File: config.mk
export PLATFORM = sky130hd
export DESIGN_NAME = imm_gen_pipe
export DESIGN_NICKNAME = d
export VERILOG_FILES = /design/src/rtl/imm_gen_pipe.sv
export SDC_FILE = /design/constraint.sdc
export NUM_CORES = 1
export LEC_CHECK = 0
export BUFFER_PORTS_ARGS = -buffer_cell sky130_fd_sc_hd__buf_2
export CAP_MARGIN = 20
export CORE_MARGIN = 3
export CORE_UTILIZATION = 43
export DETAILED_ROUTE_END_ITERATION = 8
export GPL_TIMING_DRIVEN = 1
export PLACE_DENSITY_LB_ADDON = 0.15
export SYNTH_ARGS = -nofsm -noshare
export SYNTH_HDL_FRONTEND = slang
export SYNTH_SLANG_ARGS = --single-unit
File: constraint.sdc
create_clock -name clk -period 1.9 [get_ports clk]
set_clock_uncertainty 0.05 [all_clocks]
set_input_delay 0.38 -clock clk [delete_from_list [all_inputs] [get_ports clk]]
set_output_delay 0.38 -clock clk [all_outputs]
set_load 0.01 [all_outputs]
File: src/rtl/imm_gen_pipe.sv
// Pipelined RISC-V immediate generator. An instruction/type/tag enters over a valid/ready handshake.
// The immediate is returned one cycle later. A 2-entry skid buffer keeps in_ready off any combinational path.
module imm_gen_pipe #(
  parameter int XLEN  = 32,
  parameter int TAG_W = 8
) (
  input  logic             clk,
  input  logic             rst_n,
  input  logic             in_valid,
  output logic             in_ready,
  input  logic [31:0]      in_inst,
  input  logic [2:0]       in_imm_type,
  input  logic [TAG_W-1:0] in_tag,
  output logic             out_valid,
  input  logic             out_ready,
  output logic [XLEN-1:0]  out_imm,
  output logic [TAG_W-1:0] out_tag,
  output logic             out_err
);

  if (XLEN != 32 && XLEN != 64) begin : g_bad_xlen
    $error("imm_gen_pipe: XLEN must be 32 or 64");
  end

  typedef enum logic [2:0] {
    IMM_I   = 3'b000,
    IMM_S   = 3'b001,
    IMM_B   = 3'b010,
    IMM_U   = 3'b011,
    IMM_J   = 3'b100,
    IMM_Z   = 3'b101,
    IMM_SH  = 3'b110,
    IMM_BAD = 3'b111
  } imm_type_e;

  typedef struct packed {
    logic [XLEN-1:0]  imm;
    logic [TAG_W-1:0] tag;
    logic             err;
  } result_t;

  result_t     new_res;
  result_t     main_q, skid_q;
  logic        main_valid, skid_valid;
  logic signed [31:0] imm32;
  logic        in_fire, out_fire;

  // The 32-bit form is built first. Widening it as a signed value gives the XLEN=64 sign extension.
  // The Z and SH forms keep bit 31 clear, so that widening zero-extends them.
  always_comb begin
    imm32       = '0;
    new_res     = '0;
    new_res.tag = in_tag;
    unique case (imm_type_e'(in_imm_type))
      IMM_I:   imm32 = {{20{in_inst[31]}}, in_inst[31:20]};
      IMM_S:   imm32 = {{20{in_inst[31]}}, in_inst[31:25], in_inst[11:7]};
      IMM_B:   imm32 = {{19{in_inst[31]}}, in_inst[31], in_inst[7], in_inst[30:25],
                        in_inst[11:8], 1'b0};
      IMM_U:   imm32 = {in_inst[31:12], 12'b0};
      IMM_J:   imm32 = {{11{in_inst[31]}}, in_inst[31], in_inst[19:12], in_inst[20],
                        in_inst[30:21], 1'b0};
      IMM_Z:   imm32 = {27'b0, in_inst[19:15]};
      IMM_SH:  imm32 = {26'b0, (XLEN == 64) ? in_inst[25] : 1'b0, in_inst[24:20]};
      IMM_BAD: new_res.err = 1'b1;
      default: new_res.err = 1'b1;
    endcase
    new_res.imm = XLEN'(imm32);
  end

  // NOTE: in_ready comes straight from a flop, so out_ready never reaches it combinationally.
  assign in_ready  = !skid_valid;
  assign in_fire   = in_valid && in_ready;
  assign out_fire  = main_valid && out_ready;

  // NOTE: the payload registers are reset as well as the valid bits, so out_* reads zero after reset.
  always_ff @(posedge clk or negedge rst_n) begin
    if (!rst_n) begin
      main_valid <= 1'b0;
      skid_valid <= 1'b0;
      main_q     <= '0;
      skid_q     <= '0;
    end else if (skid_valid) begin
      // in_ready is low here, so only the drain of the skid entry can happen
      if (out_ready) begin
        main_q     <= skid_q;
        skid_valid <= 1'b0;
      end
    end else if (in_fire) begin
      if (!main_valid || out_ready) begin
        main_q     <= new_res;
        main_valid <= 1'b1;
      end else begin
        skid_q     <= new_res;
        skid_valid <= 1'b1;
      end
    end else if (out_fire) begin
      main_valid <= 1'b0;
    end
  end

  assign out_valid = main_valid;
  assign out_imm   = main_q.imm;
  assign out_tag   = main_q.tag;
  assign out_err   = main_q.err;

endmodule
==> results.toml <==
[yosys]
postSynthCellCount = 420
async_reset_ff_frac = 1.00
number_of_nets_in_the_synthesized_netlist = 467
edff_count_synth = 0
ys_ff_latch = 84
synth.yosys.seq_area_share = 0.521
synth_cell_types = 43
most_used_flip_flop_cell_after_synthesis = "sky130_fd_sc_hd__dfrtp_1"
synth_warnings = 0
syn_area_per_cell_um2 = 9.61
syn_area_um2 = 4040

[power_and_ir_drop]
vdd_ir_drop_max_mv = 0.506
cellPowerDensity_nw_per_um2 = 1150
leakage_power_uw = 0.00234

[sta]
finalCritPeriodShare = 0.952
worst-slew-pin-transition_ns = 0.911
post-route-min-period_ns = 1.81
final.hold.worst_slack_ns = -0.00300
report.final.setup_viol = 0
final-max-slew-violation-count = 0
final_ws_setup_ns = 0.0904
fmax_mhz = 553
timing.final.hold_violations = 1
slew_headroom = 0.389
setup_tns_ns = 0

[clocking]
clkSinkCount = 84
cts_buffers = 9
cts_tree = "done"
cts_max_path_buffers = 2
clk_root_buffer_cell = "sky130_fd_sc_hd__clkbuf_8"
clock_tree.htree_level_count = 3
clk_pin_slew_ns = 0.09
cts-hold-fix-buffers = 0
insertion_delay_ns = 0.34

[drt]
drcViolationCount = 0
first_pass_iters = 4
post_drt_wl_per_cell_um = 16.1
drt_iter0_markers = 186
num_vias = 3347
routed_via_density = 5.48
ant_nets = 0
wl_um = 9810

[place]
port_buffers = 82
placedInstanceArea_um2 = 4600
dp_cells = 593
pre_cts_slack_ns = 0.208
dpl.hpwl_um = 6760
place_congestion = 0.811

[critical_path]
worst_ep_arrival_time_ns = 1.38
crit_path_max_fanout = 14
critical_path_class = "reg -> out"
start_kind = "flop"
required_time_reported_for_the_critical_path_endpoint_ns = 1.47
endpoint_kind = "output pin"

[flow_run]
timing.max_cap.violations = 0

[layout]
mostFrequentLayoutCells = "sky130_fd_sc_hd__dfrtp_1 (84), sky130_fd_sc_hd__buf_2 (81), sky130_fd_sc_hd__o21ai_1 (70)"
fin_nets = 545
fraction_of_final_layout_cells_with_drive_strength_greater_than_1 = 0.266
flow.area_growth_from_synthesis_pct = 20.4
n_antenna_cell = 0
design_area_um2 = 4860
non_filler_instances = 611
final_common_cell = "sky130_fd_sc_hd__dfrtp_1"

[grt]
grt_usage = 0.191
antenna_violations_before_repair = 0
grt_first_pass_wirelength_um = 15700
globalRoute.totalOverflow = 0
grt_pass1_vias = 3149
maximum_number_of_pins_on_one_net_before_global_route_repair = 85

[run_status]
failing_checks = "hold timing"
outcome = "complete, but fails checks"

[min_path]
holdCritPathClass = "in -> async"

[die]
initial_core_util = 0.452
floorplan.die_area_um2 = 10600
floorplan.core_area_um2 = 8930
die_y_um = 103
horizontal_extent_of_the_die_um = 103
design.portCount = 90
rows = 34
[registers in the layout, summed over array words and instances, names as in the netlist]
signal and count:
out_err 1, out_tag 8, out_imm 32, skid_valid 1
skid_q 41, out_valid 1
[kinds of logic after synthesis]
group,Yosys count,synth area share
AOI/OAI and AO/OA,148,0.217
and+or+nand+nor,114,0.132
DFF,84,0.521
buffers and inverters,44,0.0536
muxes,29,0.0747
xor gates and xnor gates,1,0.00217
[synthesized netlist by cell type (all sizes together), types with 2 or more instances]
cell / instances / area (um^2)
mux2: 9 / 101
nor2: 22 / 82.6
dfrtp: 84 / 2100
nor2b: 4 / 27.5
o311a: 7 / 70.1
buf: 21 / 130
inv: 9 / 33.8
clkbuf: 13 / 48.8
o21ai: 70 / 350
a31oi: 7 / 43.8
nand3: 9 / 45.0
nor3: 3 / 15.0
a222oi: 4 / 40.0
mux2i: 20 / 200
nand2: 53 / 201
a22o: 4 / 35.0
and3: 14 / 87.6
a21oi: 49 / 283
nor3b: 2 / 20.0
nand2b: 2 / 12.5
[final cells by class]
class	count	area, um^2
fillers	848	4080
flip-flops and latches	84	2100
multi-input cells	292	1720
repair buffers	101	618
well taps	108	135
clock buffers	9	124
clock inverters	7	114
inverters	10	41.3
[critical path, cell delays in order, from the launching register on]
cell	delay, ns
sky130_fd_sc_hd__dfrtp_1	0.41
sky130_fd_sc_hd__buf_4	0.26
sky130_fd_sc_hd__clkinvlp_4	0.20
sky130_fd_sc_hd__buf_2	0.18
[report_power, final]
group	switching, uW	leakage (uW)	internal, uW
logic	844	0.00115	658
clock network	640	0.000123	872
registers	278	0.00107	2290
[what timing repair did]
item | in CTS | in global routing
endpoints found under the setup margin | 0 | 1
gates resized for setup | 0 | 1
buffers inserted | 0 | 2
[stage by stage]
step / util / total power (uW)
after CTS: 0.542 / 5640
after global routing: 0.544 / 5960
after detailed placement: 0.515 / 4130
final: 0.544 / 5590
after floorplan: - / 3490
after global placement: 0.515 / 4070
[final timing paths]
check | from | endpoint | slack (ns) | cells after the start
max | skid_valid | in_ready | 0.09 | 3
min | rst_n | out_imm[8] | -0.003 | 2
max reg2reg | skid_valid | out_imm[31] | 0.30 | 5
min reg2reg | out_tag[1] | out_tag[1] | 0.43 | 2
max in group asynchronous | rst_n | skid_q[23] | 1.44 | 2
min in group clk | in_tag[2] | skid_q[3] | 0.22 | 2
[metal layers]
metal | track usage | up-vias | share of wire
met5 | 0 | - | 0
met2 | 0.318 | 56 | 0.50
met3 | 0.0304 | 10 | 0.036
met1 | 0.261 | 1646 | 0.46
met4 | 0.0488 | 0 | 0.0098
li1 | - | 1635 | -
No activity file was read; power rests on OpenSTA's default activity.
